--- src/rtl/uart_recv_if.sv ---
// Byte-delivery handshake between the UART receiver and its consumer.
// The receiver drives the master side; the consumer (CPU, FIFO, parser) uses the slave side.
interface uart_recv_if;
  logic [7:0] data_out;
  logic       data_valid;
  logic       data_ack;
  logic       busy;
  logic       frame_err;
  logic       overrun;

  modport master (
    output data_out,
    output data_valid,
    output busy,
    output frame_err,
    output overrun,
    input  data_ack
  );

  modport slave (
    input  data_out,
    input  data_valid,
    input  busy,
    input  frame_err,
    input  overrun,
    output data_ack
  );
endinterface

--- src/rtl/uart_recv.sv ---
// 8N1 UART receiver with 16x oversampling from a fractional-N baud accumulator.
// Received bytes are offered on a valid/ack handshake; the line is never stalled.
module uart_recv #(
  parameter int BAUD_INC = 1152,
  parameter int BAUD_MOD = 62500,
  parameter int ACC_W    = 17
) (
  input  logic         clk,
  input  logic         rst_n,
  input  logic         rx_in,
  uart_recv_if.master  bus
);

  typedef enum logic [1:0] {IDLE, START, DATA, STOP} state_t;

  logic             sync1_q, sync1_d;
  logic             sync2_q, sync2_d;
  logic [ACC_W-1:0] acc_q, acc_d;
  state_t           state_q, state_d;
  logic             armed_q, armed_d;
  logic [3:0]       cnt_q, cnt_d;
  logic [2:0]       bit_idx_q, bit_idx_d;
  logic [7:0]       shift_q, shift_d;
  logic [7:0]       data_out_q, data_out_d;
  logic             data_valid_q, data_valid_d;
  logic             busy_q, busy_d;
  logic             frame_err_q, frame_err_d;
  logic             overrun_q, overrun_d;

  logic [ACC_W-1:0] acc_sum;
  logic             tick;
  logic             rx_s;
  logic             deliver;

  always_comb begin
    acc_sum      = acc_q + ACC_W'(BAUD_INC);
    tick         = (acc_sum >= ACC_W'(BAUD_MOD));
    acc_d        = tick ? (acc_sum - ACC_W'(BAUD_MOD)) : acc_sum;

    sync1_d      = rx_in;
    sync2_d      = sync1_q;
    rx_s         = sync2_q;

    state_d      = state_q;
    armed_d      = armed_q;
    cnt_d        = cnt_q;
    bit_idx_d    = bit_idx_q;
    shift_d      = shift_q;
    data_out_d   = data_out_q;
    data_valid_d = data_valid_q;
    frame_err_d  = 1'b0;
    overrun_d    = 1'b0;
    deliver      = 1'b0;

    if (data_valid_q && bus.data_ack) begin
      data_valid_d = 1'b0;
    end

    // A start edge is only accepted after the line has been seen high,
    // so a held-low break cannot retrigger the receiver.
    case (state_q)
      IDLE: begin
        if (rx_s) begin
          armed_d = 1'b1;
        end
        if (armed_q && !rx_s) begin
          state_d = START;
          cnt_d   = 4'd0;
          armed_d = 1'b0;
        end
      end
      START: begin
        if (tick) begin
          if (cnt_q == 4'd7) begin
            cnt_d = 4'd0;
            if (!rx_s) begin
              state_d   = DATA;
              bit_idx_d = 3'd0;
            end else begin
              state_d = IDLE;
            end
          end else begin
            cnt_d = cnt_q + 4'd1;
          end
        end
      end
      DATA: begin
        if (tick) begin
          if (cnt_q == 4'd15) begin
            cnt_d              = 4'd0;
            shift_d[bit_idx_q] = rx_s;
            if (bit_idx_q == 3'd7) begin
              state_d = STOP;
            end else begin
              bit_idx_d = bit_idx_q + 3'd1;
            end
          end else begin
            cnt_d = cnt_q + 4'd1;
          end
        end
      end
      STOP: begin
        if (tick) begin
          if (cnt_q == 4'd15) begin
            cnt_d   = 4'd0;
            state_d = IDLE;
            if (rx_s) begin
              deliver = 1'b1;
            end else begin
              frame_err_d = 1'b1;
            end
          end else begin
            cnt_d = cnt_q + 4'd1;
          end
        end
      end
      default: begin
        state_d = IDLE;
      end
    endcase

    // An ack in the delivery cycle frees the slot, so the new byte wins.
    if (deliver) begin
      if (!data_valid_q || bus.data_ack) begin
        data_out_d   = shift_q;
        data_valid_d = 1'b1;
      end else begin
        overrun_d = 1'b1;
      end
    end

    busy_d = (state_d != IDLE);
  end

  always_ff @(posedge clk or negedge rst_n) begin
    if (!rst_n) begin
      sync1_q      <= 1'b1;
      sync2_q      <= 1'b1;
      acc_q        <= '0;
      state_q      <= IDLE;
      armed_q      <= 1'b0;
      cnt_q        <= 4'd0;
      bit_idx_q    <= 3'd0;
      shift_q      <= 8'h00;
      data_out_q   <= 8'h00;
      data_valid_q <= 1'b0;
      busy_q       <= 1'b0;
      frame_err_q  <= 1'b0;
      overrun_q    <= 1'b0;
    end else begin
      sync1_q      <= sync1_d;
      sync2_q      <= sync2_d;
      acc_q        <= acc_d;
      state_q      <= state_d;
      armed_q      <= armed_d;
      cnt_q        <= cnt_d;
      bit_idx_q    <= bit_idx_d;
      shift_q      <= shift_d;
      data_out_q   <= data_out_d;
      data_valid_q <= data_valid_d;
      busy_q       <= busy_d;
      frame_err_q  <= frame_err_d;
      overrun_q    <= overrun_d;
    end
  end

  assign bus.data_out   = data_out_q;
  assign bus.data_valid = data_valid_q;
  assign bus.busy       = busy_q;
  assign bus.frame_err  = frame_err_q;
  assign bus.overrun    = overrun_q;

endmodule

--- src/flat_wrapper.sv ---
// flat-port wrapper written by rule: the top's interface ports become plain ports
module uart_recv_flat 
#(
  parameter int BAUD_INC = 1152,
  parameter int BAUD_MOD = 62500,
  parameter int ACC_W    = 17
)
  (clk, rst_n, rx_in, bus_data_out, bus_data_valid, bus_busy, bus_frame_err, bus_overrun, bus_data_ack);
  uart_recv_if bus_i ();
  input  logic clk;
  input  logic rst_n;
  input  logic rx_in;
  output wire logic [$bits(bus_i.data_out)-1:0] bus_data_out;
  output wire logic [$bits(bus_i.data_valid)-1:0] bus_data_valid;
  output wire logic [$bits(bus_i.busy)-1:0] bus_busy;
  output wire logic [$bits(bus_i.frame_err)-1:0] bus_frame_err;
  output wire logic [$bits(bus_i.overrun)-1:0] bus_overrun;
  input wire logic [$bits(bus_i.data_ack)-1:0] bus_data_ack;
  assign bus_data_out = bus_i.data_out;
  assign bus_data_valid = bus_i.data_valid;
  assign bus_busy = bus_i.busy;
  assign bus_frame_err = bus_i.frame_err;
  assign bus_overrun = bus_i.overrun;
  assign bus_i.data_ack = bus_data_ack;
  uart_recv #(.BAUD_INC(BAUD_INC), .BAUD_MOD(BAUD_MOD), .ACC_W(ACC_W)) u_core (.clk(clk), .rst_n(rst_n), .rx_in(rx_in), .bus(bus_i));
endmodule
--- config.mk ---
export PLATFORM = sky130hd
export DESIGN_NAME = uart_recv_flat
export DESIGN_NICKNAME = d
export VERILOG_FILES = /design/src/rtl/uart_recv_if.sv /design/src/rtl/uart_recv.sv /design/src/flat_wrapper.sv
export SDC_FILE = /design/constraint.sdc
export NUM_CORES = 1
export LEC_CHECK = 0
export ABC_AREA = 1
export CAP_MARGIN = 25
export CELL_PAD_IN_SITES_DETAIL_PLACEMENT = 1
export CELL_PAD_IN_SITES_GLOBAL_PLACEMENT = 1
export CORE_UTILIZATION = 40
export DETAILED_ROUTE_END_ITERATION = 7
export GPL_TIMING_DRIVEN = 0
export PLACE_DENSITY_LB_ADDON = 0.1
export SLEW_MARGIN = 10
export SYNTH_ARGS = -nofsm -noshare
export SYNTH_HDL_FRONTEND = slang
export SYNTH_SLANG_ARGS = --single-unit
--- constraint.sdc ---
create_clock -name clk -period 1.9 [get_ports clk]
set_input_delay 0.57 -clock clk [delete_from_list [all_inputs] [get_ports clk]]
set_output_delay 0.57 -clock clk [all_outputs]
set_load 0.05 [all_outputs]
==> flow_metrics.py <==
metrics = {
    "outcome": {
        "status": "complete, but fails checks",
        "violations": "setup timing",
    },
    "timing": {
        "drv_slew": 0,
        "skew_ps": 10.6,
        "rsz0062_at_grt": "true",
        "setup_viol": 43,
        "holdWs_ps": 253,
        "finalHoldViolations": 0,
        "fin_crit_ps": 2100,
        "fin_tns_setup_ps": -5890,
        "max_slew_margin_pct": 63.7,
        "period_share_pct": 111,
        "fin_ws_ps": -204,
        "fmax_mhz": 475,
        "worst_pin_slew_ps": 545,
    },
    "critical_path": {
        "end_kind": "register",
        "rr_worst_depth": 16,
        "cp.required_ps": 2070,
        "max_stage_delay_ps": 480,
        "reg2reg_from": "u_core.acc_q[7]$_DFF_PN0_",
        "r2r_slack_ps": -200,
        "path_cells": "ha_4, nand2_4, nand2_4, nand2_1, nand2_1, nand2_2, inv_2, nand2_2, nor2_4, nand2_2, nand3_4, buf_8, nand3_1, nand2_1, nor2_2, nand3_1",
        "cp.arrival_ps": 2280,
        "critical-path-top-delay-family": "simple AND/OR/NAND/NOR gates",
        "worst_path_max_delay_cell": "dfrtp_2",
        "crit_fanout": 8,
        "cp-start-kind": "register",
        "reg2reg_to": "u_core.bus.busy$_DFF_PN0_",
        "crit_type": "reg2reg",
        "critPathBufInv": 2,
    },
    "floorplanning": {
        "die_h_um": 81.5,
        "die_area_um2": 6650,
        "start_util_pct": 42.0,
        "die_w_um": 81.5,
        "io_pins": 16,
        "core_um2": 6030,
        "fp-row-count": 28,
    },
    "global_routing": {
        "use_met3_pct": 3.11,
        "track_usage_pct": 19.6,
        "grt_pass1_vias": 2160,
        "use_met2_pct": 35.4,
        "antenna_found_initial": 0,
        "grt.busiest_layer": "met2",
        "grt_overflow_total": 0,
        "grt_max_degree": 26,
        "grt_util_met1_pct": 23.7,
        "grt_pass1_wl_um": 9760,
    },
    "yosys": {
        "synthTopCellsByArea": "dfrtp_1 45%, nand2_1 12%, nand3_1 6.7%",
        "syn-num-nets": 322,
        "synth_area_um2": 2530,
        "synth.distinct_cells": 27,
        "synth-seq-cells": 47,
        "syn_inst": 311,
        "yosys_warnings": 0,
        "yosysTopAreaCellShare_pct": 44.5,
        "avgSynthCellArea_um2": 8.13,
        "seq_area_frac_synth_pct": 46.6,
        "synth.largest_area_cell": "dfrtp_1",
    },
    "placed_design": {
        "port_buffers": 15,
        "place.gp.congestion": 0.767,
        "place_inst": 402,
        "dpl.hpwl_um": 4080,
        "placed_area_um2": 2790,
        "post-place-ws_ps": -432,
    },
    "power": {
        "finalPower_mw": 2.19,
        "power.leakage_nw": 1.51,
        "ir_drop_uv": 453,
        "cellPowerDensity_nw_per_um2": 696,
    },
    "cts": {
        "cts_made_buffers": 5,
        "cts_max_path_buffers": 2,
        "cts-root-buf": "clkbuf_8",
        "cts_tree": "built",
        "cts_max_level": 2,
        "cts_hold_buf": 0,
        "clk_latency_ps": 300,
        "path_clk_slew_ps": 90,
        "cts.sinks": 47,
    },
    "final_layout": {
        "post-route-cell-area_um2": 3140,
        "synthToLayoutAreaGrowth_pct": 24.1,
        "drive_above_1_share_pct": 22.6,
        "antenna_cells": 0,
        "final_common_cell": "nand2_1",
        "fin_nets": 355,
        "final_cell_mix": "67 x nand2_1, 43 x dfrtp_1, 39 x inv_1",
        "final_cells": 420,
        "finish.utilization_pct": 52.1,
    },
    "routing": {
        "route.detailed.drc": 0,
        "first_pass_iters": 2,
        "wire_per_inst_um": 13.6,
        "ant_nets": 0,
        "postRouteWirelength_um": 5730,
        "via_per_inst": 4.88,
        "drt_first_iter_violations": 45,
        "routed-via-count": 2051,
    },
    "worst_hold_path": {
        "hp-class": "in2async",
    },
    "flow_run": {
        "drv_cap": 0,
    },
}
## timing repair
| action | CTS | global route |
|---|---|---|
| pin swaps | 11 | 10 |
| resized for setup | 32 | 28 |
| buffers inserted | 8 | 2 |
| endpoints found under the hold margin | 0 | 0 |
| endpoints found under the setup margin | 56 | 44 |
| gates cloned | 1 | 0 |
## kinds of logic (layout without fill, tap and decap cells)
family	after synthesis	count (layout)	share of synthesized area, %
AND/OR/NAND/NOR	155	155	27.5
buffers and inverters	50	84	8.31
adder cells (fa/ha/maj)	7	7	3.46
XOR/XNOR	16	16	5.54
AO/OA/AOI/OAI	36	36	8.61
flip-flops	47	47	46.6
## flip-flops by register name (all words and copies together), names as in the netlist, 2 cells and up
name and count:
u_core.shift_q 8, u_core.bit_idx_q 3, u_core.cnt_q 4, u_core.acc_q 15, u_core.state_q 2, u_core.bus.data_out 8
## synth_stat cells, drive strengths merged
library cell	instances
nand2	82
inv	46
dfrtp	45
nand3	36
nor2	29
o21ai	27
xor2	11
a21oi	7
ha	7
xnor2	5
buf	4
nor3	4
nand4	3
dfstp	2
a21boi	1
nand3b	1
o211a	1
## worst register-to-register path: cells and delay by family, from the launching register on
family                     cells  cell delay, ps
buffers and inverters          2             230
and+or+nand+nor               13            1100
adders and majority gates      1             200
DFF                            1             480
## routing by layer
metal	vias up	part of all wire, %
met2	14	51
met5	-	0
met4	0	1.1
met3	8	1.9
li1	1047	-
met1	982	46
## layout make-up
| cell class | instances | area, um^2 |
|---|---|---|
| fillers | 745 | 2890 |
| multi-input cells | 214 | 1270 |
| flip-flops and latches | 47 | 1180 |
| repair buffers | 27 | 272 |
| inverters | 46 | 178 |
| well taps | 75 | 93.8 |
| clock buffers | 7 | 76.3 |
| plain buffers | 3 | 37.5 |
| clock inverters | 1 | 30.0 |
## where the power goes
part           switching, mW  internal [mW]
sequential            0.0571           1.07
clock                  0.327          0.394
combinational          0.224          0.115
total                  0.608           1.58
## worst max path at each step
stage | start | end | slack [ps] | cells after the start
after global placement | rst_n | u_core.acc_q[13]$_DFF_PN0_ | -1170 | 1
after global routing | u_core.acc_q[7]$_DFF_PN0_ | u_core.bus.busy$_DFF_PN0_ | -340 | 16
final | u_core.acc_q[7]$_DFF_PN0_ | u_core.bus.busy$_DFF_PN0_ | -200 | 16
after floorplan | u_core.acc_q[7]$_DFF_PN0_ | u_core.bus.data_out[5]$_DFFE_PN0P_ | 4 | 13
after detailed placement | u_core.acc_q[7]$_DFF_PN0_ | u_core.bus.busy$_DFF_PN0_ | -430 | 15
after CTS | u_core.acc_q[7]$_DFF_PN0_ | u_core.bus.busy$_DFF_PN0_ | -220 | 16
Power figures use the tool's default switching activity.
